File: src/rtl/vdp_port_ctrl.sv
// Z80 I/O front end for the VDP: ports 0xBE/0xBF drive VRAM, register, status and (with VDP_CRAM_EN) colour RAM.
// Events act 3 cycles after the strobe edge; a busy FSM parks one event in a pending slot, later ones are dropped.
module vdp_port_ctrl (
    input  logic        clk_100,
    input  logic        rst_L,
    input  logic        IORQ_L,
    input  logic        RD_L,
    input  logic        WR_L,
    input  logic [7:0]  addr_bus,
    input  logic [7:0]  data_in,
    output logic [7:0]  data_out,
    output logic        data_oe,
    output logic        BUSY,
    output logic        vram_req,
    output logic        vram_we,
    output logic [13:0] vram_addr,
    output logic [7:0]  vram_wdata,
    input  logic        vram_ack,
    input  logic [7:0]  vram_rdata,
    output logic        cram_we,
    output logic [4:0]  cram_addr,
    output logic [7:0]  cram_wdata,
    output logic        reg_we,
    output logic [3:0]  reg_addr,
    output logic [7:0]  reg_wdata,
    input  logic [7:0]  status_in,
    output logic        status_rd
);

    typedef enum logic [1:0] {IDLE = 2'd0, VWR = 2'd1, VRD = 2'd2} state_t;

    typedef struct packed {
        logic       is_wr;
        logic       is_ctrl;
        logic [7:0] dat;
    } ev_t;

    logic [1:0]  iorq_sync, rd_sync, wr_sync;
    logic        wr_act, rd_act, wr_act_d, rd_act_d;
    logic        wr_rise, rd_rise, port_hit, ev_vld;
    ev_t         new_ev, pend_ev, exec_ev;
    logic        pend_vld, rd_wait, ready, exec_vld, store, cram_fire;

    state_t      state;
    logic        first_byte;
    logic [1:0]  code;
    logic [13:0] addr, addr_inc, ctrl_addr;
    logic [7:0]  read_buf;

    always_ff @(posedge clk_100 or negedge rst_L) begin
        if (!rst_L) begin
            iorq_sync <= 2'b11;
            rd_sync   <= 2'b11;
            wr_sync   <= 2'b11;
            wr_act_d  <= 1'b0;
            rd_act_d  <= 1'b0;
        end else begin
            iorq_sync <= {iorq_sync[0], IORQ_L};
            rd_sync   <= {rd_sync[0], RD_L};
            wr_sync   <= {wr_sync[0], WR_L};
            wr_act_d  <= wr_act;
            rd_act_d  <= rd_act;
        end
    end

    assign wr_act   = ~iorq_sync[1] & ~wr_sync[1];
    assign rd_act   = ~iorq_sync[1] & ~rd_sync[1];
    assign wr_rise  = wr_act & ~wr_act_d;
    assign rd_rise  = rd_act & ~rd_act_d;
    assign port_hit = (addr_bus[7:6] == 2'b10);
    assign ev_vld   = port_hit & (wr_rise | rd_rise);
    assign new_ev   = {wr_rise, addr_bus[0], data_in};

    // A data read defers its prefetch until the strobe is gone, so nothing else may run meanwhile.
    assign ready     = (state == IDLE) & ~rd_wait;
    assign exec_vld  = ready & (pend_vld | ev_vld);
    assign exec_ev   = pend_vld ? pend_ev : new_ev;
    assign store     = ev_vld & (ready ? pend_vld : ~pend_vld);
    assign addr_inc  = addr + 14'd1;
    assign ctrl_addr = {exec_ev.dat[5:0], addr[7:0]};

`ifdef VDP_CRAM_EN
    assign cram_fire = exec_vld & exec_ev.is_wr & ~exec_ev.is_ctrl & (code == 2'd3);

    always_ff @(posedge clk_100 or negedge rst_L) begin
        if (!rst_L) begin
            cram_we    <= 1'b0;
            cram_addr  <= 5'd0;
            cram_wdata <= 8'd0;
        end else begin
            cram_we <= cram_fire;
            if (cram_fire) begin
                cram_addr  <= addr[4:0];
                cram_wdata <= exec_ev.dat;
            end
        end
    end
`else
    assign cram_fire  = 1'b0;
    assign cram_we    = 1'b0;
    assign cram_addr  = 5'd0;
    assign cram_wdata = 8'd0;
`endif

    always_ff @(posedge clk_100 or negedge rst_L) begin
        if (!rst_L) begin
            state      <= IDLE;
            first_byte <= 1'b1;
            code       <= 2'd0;
            addr       <= 14'd0;
            read_buf   <= 8'd0;
            pend_vld   <= 1'b0;
            pend_ev    <= '0;
            rd_wait    <= 1'b0;
            vram_req   <= 1'b0;
            vram_we    <= 1'b0;
            vram_addr  <= 14'd0;
            vram_wdata <= 8'd0;
            reg_we     <= 1'b0;
            reg_addr   <= 4'd0;
            reg_wdata  <= 8'd0;
            status_rd  <= 1'b0;
        end else begin
            reg_we    <= 1'b0;
            status_rd <= 1'b0;

            if (store) begin
                pend_vld <= 1'b1;
                pend_ev  <= new_ev;
            end else if (exec_vld && pend_vld) begin
                pend_vld <= 1'b0;
            end

            case (state)
                VWR: begin
                    if (vram_ack) begin
                        vram_req <= 1'b0;
                        state    <= IDLE;
                    end
                end
                VRD: begin
                    if (vram_ack) begin
                        vram_req <= 1'b0;
                        read_buf <= vram_rdata;
                        state    <= IDLE;
                    end
                end
                default: begin
                    if (exec_vld) begin
                        if (exec_ev.is_wr && exec_ev.is_ctrl) begin
                            if (first_byte) begin
                                addr[7:0]  <= exec_ev.dat;
                                first_byte <= 1'b0;
                            end else begin
                                code       <= exec_ev.dat[7:6];
                                first_byte <= 1'b1;
                                if (exec_ev.dat[7:6] == 2'd0) begin
                                    state     <= VRD;
                                    vram_req  <= 1'b1;
                                    vram_we   <= 1'b0;
                                    vram_addr <= ctrl_addr;
                                    addr      <= ctrl_addr + 14'd1;
                                end else begin
                                    addr <= ctrl_addr;
                                    if (exec_ev.dat[7:6] == 2'd2) begin
                                        reg_we    <= 1'b1;
                                        reg_addr  <= exec_ev.dat[3:0];
                                        reg_wdata <= addr[7:0];
                                    end
                                end
                            end
                        end else if (exec_ev.is_wr) begin
                            first_byte <= 1'b1;
                            addr       <= addr_inc;
                            if (!cram_fire) begin
                                state      <= VWR;
                                vram_req   <= 1'b1;
                                vram_we    <= 1'b1;
                                vram_addr  <= addr;
                                vram_wdata <= exec_ev.dat;
                                read_buf   <= exec_ev.dat;
                            end
                        end else if (exec_ev.is_ctrl) begin
                            first_byte <= 1'b1;
                            status_rd  <= 1'b1;
                        end else begin
                            first_byte <= 1'b1;
                            rd_wait    <= 1'b1;
                        end
                    end else if (rd_wait && !rd_act) begin
                        rd_wait   <= 1'b0;
                        state     <= VRD;
                        vram_req  <= 1'b1;
                        vram_we   <= 1'b0;
                        vram_addr <= addr;
                        addr      <= addr_inc;
                    end
                end
            endcase
        end
    end

    assign BUSY     = (state != IDLE) | pend_vld;
    assign data_oe  = rd_act & port_hit;
    assign data_out = data_oe ? (addr_bus[0] ? status_in : read_buf) : 8'h00;

endmodule
File: config.mk
export PLATFORM = sky130hd
export DESIGN_NAME = vdp_port_ctrl
export DESIGN_NICKNAME = d
export VERILOG_FILES = /design/src/rtl/vdp_port_ctrl.sv
export SDC_FILE = /design/constraint.sdc
export NUM_CORES = 1
export LEC_CHECK = 0
export BUFFER_PORTS_ARGS = -buffer_cell sky130_fd_sc_hd__buf_2
export CORE_ASPECT_RATIO = 1.4
export CORE_MARGIN = 1.5
export CORE_UTILIZATION = 55
export DETAILED_ROUTE_END_ITERATION = 10
export PLACE_DENSITY_LB_ADDON = 0.08
export SETUP_SLACK_MARGIN = 0.5
export SLEW_MARGIN = 20
export SYNTH_ARGS = -nofsm -noshare
export SYNTH_HDL_FRONTEND = slang
export SYNTH_SLANG_ARGS = --single-unit
File: constraint.sdc
create_clock -name clk_100 -period 4.28 [get_ports clk_100]
set_clock_uncertainty 0.05 [all_clocks]
set_input_delay 0 -clock clk_100 [delete_from_list [all_inputs] [get_ports clk_100]]
set_output_delay 0 -clock clk_100 [all_outputs]
set_load 0.02 [all_outputs]
==> results of run 1 <==
## cells by family (layout without fill, tap and decap cells)
family	after synthesis	count (layout)	synth area share (%)
flip-flops	83	83	49.9
buffers and inverters	43	132	5.81
AND/OR/NAND/NOR	116	116	13.7
other	1	14	0.0898
AO/OA/AOI/OAI	92	92	14.0
adder cells (fa/ha/maj)	5	5	1.50
multiplexers	54	54	14.0
XOR/XNOR	5	5	1.05
## registers in the layout, indices dropped and copies added (netlist names), 4 cells and up
register	flops
vram_wdata	8
vram_addr	14
addr	14
reg_wdata	8
reg_addr	4
pend_ev	10
read_buf	8
## what timing repair did
item,in CTS,in global routing
endpoints found under the hold margin,99,0
setup buffers,0,0
hold buffers,22,0
## layout by cell type, fill, tap and decap left out, types with 4 or more instances in the layout
cell,count
sky130_fd_sc_hd__mux2_2,33
sky130_fd_sc_hd__conb_1,14
sky130_fd_sc_hd__clkbuf_8,11
sky130_fd_sc_hd__nor3_1,7
sky130_fd_sc_hd__mux2i_1,19
sky130_fd_sc_hd__o21ai_0,28
sky130_fd_sc_hd__a22o_1,7
sky130_fd_sc_hd__dfstp_2,7
sky130_fd_sc_hd__clkinv_2,4
sky130_fd_sc_hd__buf_2,79
sky130_fd_sc_hd__dlygate4sd3_1,22
sky130_fd_sc_hd__nor2_1,35
sky130_fd_sc_hd__dfrtp_1,76
sky130_fd_sc_hd__o32ai_1,5
sky130_fd_sc_hd__buf_4,4
sky130_fd_sc_hd__nand3_1,9
sky130_fd_sc_hd__and3_1,8
sky130_fd_sc_hd__a21oi_1,31
sky130_fd_sc_hd__nand2_1,36
sky130_fd_sc_hd__ha_1,5
sky130_fd_sc_hd__inv_1,10
## critical path: cells and delay by family (launching register included)
family	cells	cell delay, ps
simple gates	2	1280
compound gates	2	700
flops	1	660
mux	1	400
## worst max-delay path by stage
| stage | start | endpoint | slack, ps | cells after the start |
|---|---|---|---|---|
| 5_1_grt | pend_vld | vram_addr[13] | 870 | 7 |
| 6_report | pend_vld | vram_addr[2] | 1070 | 5 |
| 3_5_place_dp | pend_vld | vram_addr[5] | 1080 | 5 |
| 4_1_cts | pend_vld | vram_addr[5] | 1070 | 5 |
| 2_1_floorplan | pend_vld | read_buf[0] | 1890 | 6 |
| 3_3_place_gp | pend_vld | vram_addr[6] | 1120 | 5 |
## through the flow
| step | area [um2] | instances | hold WS (ps) |
|---|---|---|---|
| finish | 4980 | 598 | 58.7 |
| global route | 4980 | 598 | 65.9 |
| CTS | 4970 | 598 | 35.1 |
| detailed placement | 4580 | 560 | 56.4 |
| global placement | 4580 | 560 | 56.0 |
| floorplan | 4230 | 412 | -346 |
## layout make-up
type | instances | area, um2
fillers | 602 | 2380
flip-flops and latches | 83 | 2090
multi-input cells | 286 | 1900
repair buffers | 106 | 657
clock buffers | 11 | 151
well taps | 97 | 121
inverters | 10 | 37.5
clock inverters | 5 | 27.5
## where the power goes
group          switching, mW  internal, mW
clock                  0.282         0.238
combinational          0.643         0.453
sequential             0.212          1.02
## metal layers
layer	up-vias	routed length [um]	GRT usage, %
met3	15	324	5.15
met2	71	4770	42.6
met5	-	0	0
met1	1605	4180	32.2
li1	1588	-	-
met4	0	204	9.66
==> reports/results.tsv, run 1 <==
metric	value	unit
data required time at the worst endpoint	4470	ps
leading cell types by count after synthesis	sky130_fd_sc_hd__dfrtp_1, sky130_fd_sc_hd__nand2_1, sky130_fd_sc_hd__nor2_1	
first-pass GRT wire length	16000	um
number of buffers added on ports	80	
fraction of the yosys area taken by sequential cells	49.9	%
clock sink count	83	
min-delay worst type	input pin to register	
endpoint of the most critical register-to-register path	vram_addr[2]	
Setup CP Type	register to register	
share of Yosys cell area claimed by the top area cell type	45.5	%
maximum clock frequency	312	MHz
start point of the worst min-delay path	addr_bus[7]	
Detailed Place HPWL	6520	um
via total after detailed routing	3279	
setup tns final	0	ps
clock latency on the worst-skew pair	360	ps
ports placed on the boundary	100	
Starting DRT DRC Count	241	
overall global routing resource usage	25.4	%
delay of the slowest cell on the worst path	680	ps
total clock buffers created by CTS	9	
number of distinct library cells after synthesis	54	
clock tree from TritonCTS	done	
clock tree buffer depth	2	
hold path cells	4	
worst-case reg-to-reg path depth	5	
Worst path slowest cell	sky130_fd_sc_hd__or4_4	
total die area	0.00814	mm2
post-route antenna net violation count	0	
routability congestion estimate from global placement	0.828	
cell-by-cell listing of the critical path	or4_4, a21boi_2, o2111a_1, or2_1, mux2_2	
number of nets in the layout	539	
final number of setup-violating endpoints	0	
maxcap violations	0	
largest net degree at the start of global routing	84	
origin of the critical flop-to-flop path	pend_vld	
cell type with the largest total area after synthesis	sky130_fd_sc_hd__dfrtp_1	
top-count cell post-synth	sky130_fd_sc_hd__dfrtp_1	
Critical Path Start Type	register	
Setup crit end kind	register	
max-slew violation total from the final report	0	
via count of the first global-routing pass	3343	
leading cell types by total area after synthesis	sky130_fd_sc_hd__dfrtp_1, sky130_fd_sc_hd__mux2_2, sky130_fd_sc_hd__mux2i_1	
Syn. warnings	0	
average wire per standard cell	15.9	um
die height	106	um
Rows	37	
RSZ-0062 raised after global routing	no	
via count normalized by instance count	5.48	
drc violations	0	
part of the cycle the worst path needs	75.0	%
Max rail drop VDD	0.000285	V
Chip Width	76.7	um
internal reg-to-reg setup slack	1070	ps
clock-pin slew on the worst setup and hold paths	80	ps
Util after Layout	67.6	%
number of hold violations in the final report	0	
number of inserted diodes	0	
Async S/R FF share, synth	100	%
endpoint of the worst hold-timing path	pend_vld	
outcome	finished clean	
maximum fanout count along the critical path	20	
total power	2.85	mW
Area growth syn-to-layout	19.2	%
cell area after synthesis	0.00418	mm2
Initial Util	56.8	%
Worst Setup Slack, final	1070	ps
power density over the cells	572	mW/mm2
transition at the pin with the smallest max-transition slack	1020	ps
overall overflow remaining after global route	0	
arrival time worst endpoint	3400	ps
leakage power summed over all cells	2.45	nW
Clock Root Buffer	sky130_fd_sc_hd__clkbuf_8	
Synth Instances	399	
antenna violations before repair	0	
primary flip-flop cell chosen by synthesis mapping	sky130_fd_sc_hd__dfrtp_1	
EDFF count, synth	0	
number of search-and-repair iterations in the first detailed-routing pass	4	
Avg Cell Area, Syn	10.5	um2
worst slew slack as a fraction of its limit	31.7	%
number of flip-flops and latches in the synthesized netlist	83	
CORE AREA	0.00736	mm2
number of levels the H-tree was split into	3	
setup slack at placement	1080	ps
post-route minimum period	3210	ps
CTS-repair resized insts	0	
layout cells sized above 1	29.7	%
DRT Wirelength	9480	um
No activity file was read; power rests on OpenSTA's default activity.
==> run 2: changes to the inputs <==
Settings changed: CORE_UTILIZATION 55 to 49.
Clock period 4.28 ns to 2.7 ns, I/O delays scaled along.
==> run 2 against run 1 <==
Fmax increased by 37%. Clock power up 150%. Hold slack improved by 54 ps. Critical endpoint is now read_buf[3]. Sequential power increased by 57%. Final cell count is 5.4% higher. Critical path depth rose by 1. Combinational power increased by 100%. First-iteration DRC count shrank 12%. Count of clock-buffer cells in the layout unchanged. Sequential share of layout area down 3.8 points.
==> reports/results.tsv, run 2 (same netlist as run 1, synthesis figures left out) <==
metric	value	unit	change
most common library cell in the layout ignoring fill and taps	sky130_fd_sc_hd__buf_2		
worst slew slack as a fraction of its limit	50.8	%	+19 points
min-delay worst type	input pin to register		
Final Instance Count excl. Fillers	630		+5.4%
Chip Width	81.0	um	+5.7%
delay-heaviest family, CP	simple AND/OR/NAND/NOR gates		
cell-by-cell listing of the critical path	or4_4, and2_4, or4_4, a21oi_4, buf_12, mux2_2		
commonest non-fill, non-tap cells in the layout	sky130_fd_sc_hd__buf_2, sky130_fd_sc_hd__dfrtp_1, sky130_fd_sc_hd__nand2_1		
via total after detailed routing	3442		+5.0%
max-slew violation total from the final report	0		unchanged
Max rail drop VDD	0.000691	V	+140%
Worst path slowest cell	sky130_fd_sc_hd__or4_4		
largest net degree at the start of global routing	84		unchanged
maximum fanout count along the critical path	8		-60%
cell area after placement	0.00470	mm2	+2.8%
maximum clock frequency	427	MHz	+37%
ports placed on the boundary	100		unchanged
most frequent cell on the critical path	sky130_fd_sc_hd__or4_4		
first-pass GRT wire length	16600	um	+3.3%
post-route minimum period	2340	ps	-865 ps
via count normalized by instance count	5.46		-0.36%
power density over the cells	989	mW/mm2	+73%
total placed cells including tap cells	579		+3.4%
area of all placed cells without fillers	0.00548	mm2	+10%
RSZ-0062 raised after global routing	yes		
CORE AREA	0.00820	mm2	+11%
number of hold violations in the final report	0		unchanged
layout filler cell count	675		+12%
delay of the slowest cell on the worst path	560	ps	-120 ps
clock tree from TritonCTS	done		
clock latency on the worst-skew pair	340	ps	-20 ps
via count of the first global-routing pass	3419		+2.3%
number of levels the H-tree was split into	3		unchanged
DRT Wirelength	10300	um	+8.9%
total clock buffers created by CTS	9		unchanged
transition at the pin with the smallest max-transition slack	739	ps	-281 ps
total die area	0.00910	mm2	+12%
Initial Util	51.0	%	-5.8 points
clock sink count	83		unchanged
leakage power summed over all cells	2.68	nW	+9.4%
setup slack at placement	69.4	ps	-1010 ps
outcome	finished clean		
arrival time worst endpoint	2510	ps	-890 ps
setup tns final	0	ps	unchanged
number of inserted diodes	0		unchanged
part of the cycle the worst path needs	86.8	%	+12 points
routability congestion estimate from global placement	0.904		+9.2%
Util after Layout	66.8	%	-0.80 points
Setup CP Type	register to register		
clock tree buffer depth	2		unchanged
average wire per standard cell	16.4	um	+3.4%
Clock Root Buffer	sky130_fd_sc_hd__clkbuf_16		
antenna violations before repair	0		unchanged
overall global routing resource usage	24.0	%	-1.3 points
Setup crit end kind	register		
final number of setup-violating endpoints	0		unchanged
maxcap violations	0		unchanged
clock-pin slew on the worst setup and hold paths	60	ps	-20 ps
number of nets in the layout	566		+5.0%
drc violations	0		unchanged
number of buffers added on ports	80		unchanged
worst path bufs/invs	1		+1
Worst Setup Slack, final	356	ps	-715 ps
data required time at the worst endpoint	2870	ps	-1600 ps
Rows	39		+5.4%
Starting DRT DRC Count	211		-12%
Area growth syn-to-layout	31.1	%	
Critical Path Start Type	register		
Detailed Place HPWL	6840	um	+5.0%
overall overflow remaining after global route	0		unchanged
die height	112	um	+5.8%
number of search-and-repair iterations in the first detailed-routing pass	4		unchanged
layout cells sized above 1	36.0	%	+6.2 points
Top Registers	addr x14, vram_addr x14, pend_ev x10		
post-route antenna net violation count	0		unchanged
run 2: cell count changes in the layout (fill, tap and decap cells not counted), moves of 4 or more:
cell                        delta
sky130_fd_sc_hd__buf_6         +5
sky130_fd_sc_hd__buf_4        +20
sky130_fd_sc_hd__clkbuf_16     +9
sky130_fd_sc_hd__mux2_4        +4
sky130_fd_sc_hd__clkbuf_8     -11
run 2: area by class of cell:
cell class	count	area, um2	area share (%)
clock buffers	11	233	4.25
clock inverters	5	77.6	1.42
inverters	10	37.5	0.685
multi-input cells	287	2020	36.9
flip-flops and latches	83	2090	38.1
well taps	102	128	2.33
repair buffers	132	893	16.3
run 2: path summary, 6_finish.rpt:
check	start	slack, ps	cells past startpoint	endpoint
setup reg to reg	iorq_sync[1]	360	6	read_buf[3]
setup / recovery	iorq_sync[1]	360	6	read_buf[3]
hold / removal	addr_bus[0]	110	2	pend_ev[8]
max in group asynchronous	rst_L	1880	2	vram_addr[11]
hold reg to reg	rd_sync[0]	300	0	rd_sync[1]
min in group asynchronous	rst_L	230	2	pend_ev[1]
run 2: through the flow:
step / power (mW) / hold slack (ps)
2_1_floorplan: 3.22 / -346
3_3_place_gp: 3.76 / 55.3
3_5_place_dp: 3.81 / 56.5
4_1_cts: 5.30 / 83.2
5_1_grt: 5.75 / 135
6_report: 5.42 / 113
run 2: per-layer routing:
| metal | vias to the layer above | routed length (um) | track usage, % |
|---|---|---|---|
| met2 | 105 | 5300 | 39.3 |
| met5 | - | 0 | 0 |
| met3 | 26 | 501 | 5.20 |
| met4 | 0 | 351 | 10.9 |
| met1 | 1662 | 4170 | 30.0 |
| li1 | 1649 | - | - |
run 2: power by group:
part	internal [mW]	total (mW)	leakage, nW	switching, mW
combinational	0.998	2.21	1.46	1.21
clock	0.807	1.28	0.150	0.470
sequential	1.62	1.93	1.07	0.308
total	3.43	5.42	2.68	1.99
run 2: what timing repair did:
| item | in CTS | in global routing |
|---|---|---|
| hold buffers | 21 | 0 |
| cloned | 0 | 2 |
| resized for setup | 16 | 14 |
| endpoints found under the setup margin | 60 | 55 |
| buffers inserted | 8 | 4 |
| hold endpoints to repair | 97 | 0 |
| pin swaps | 5 | 8 |
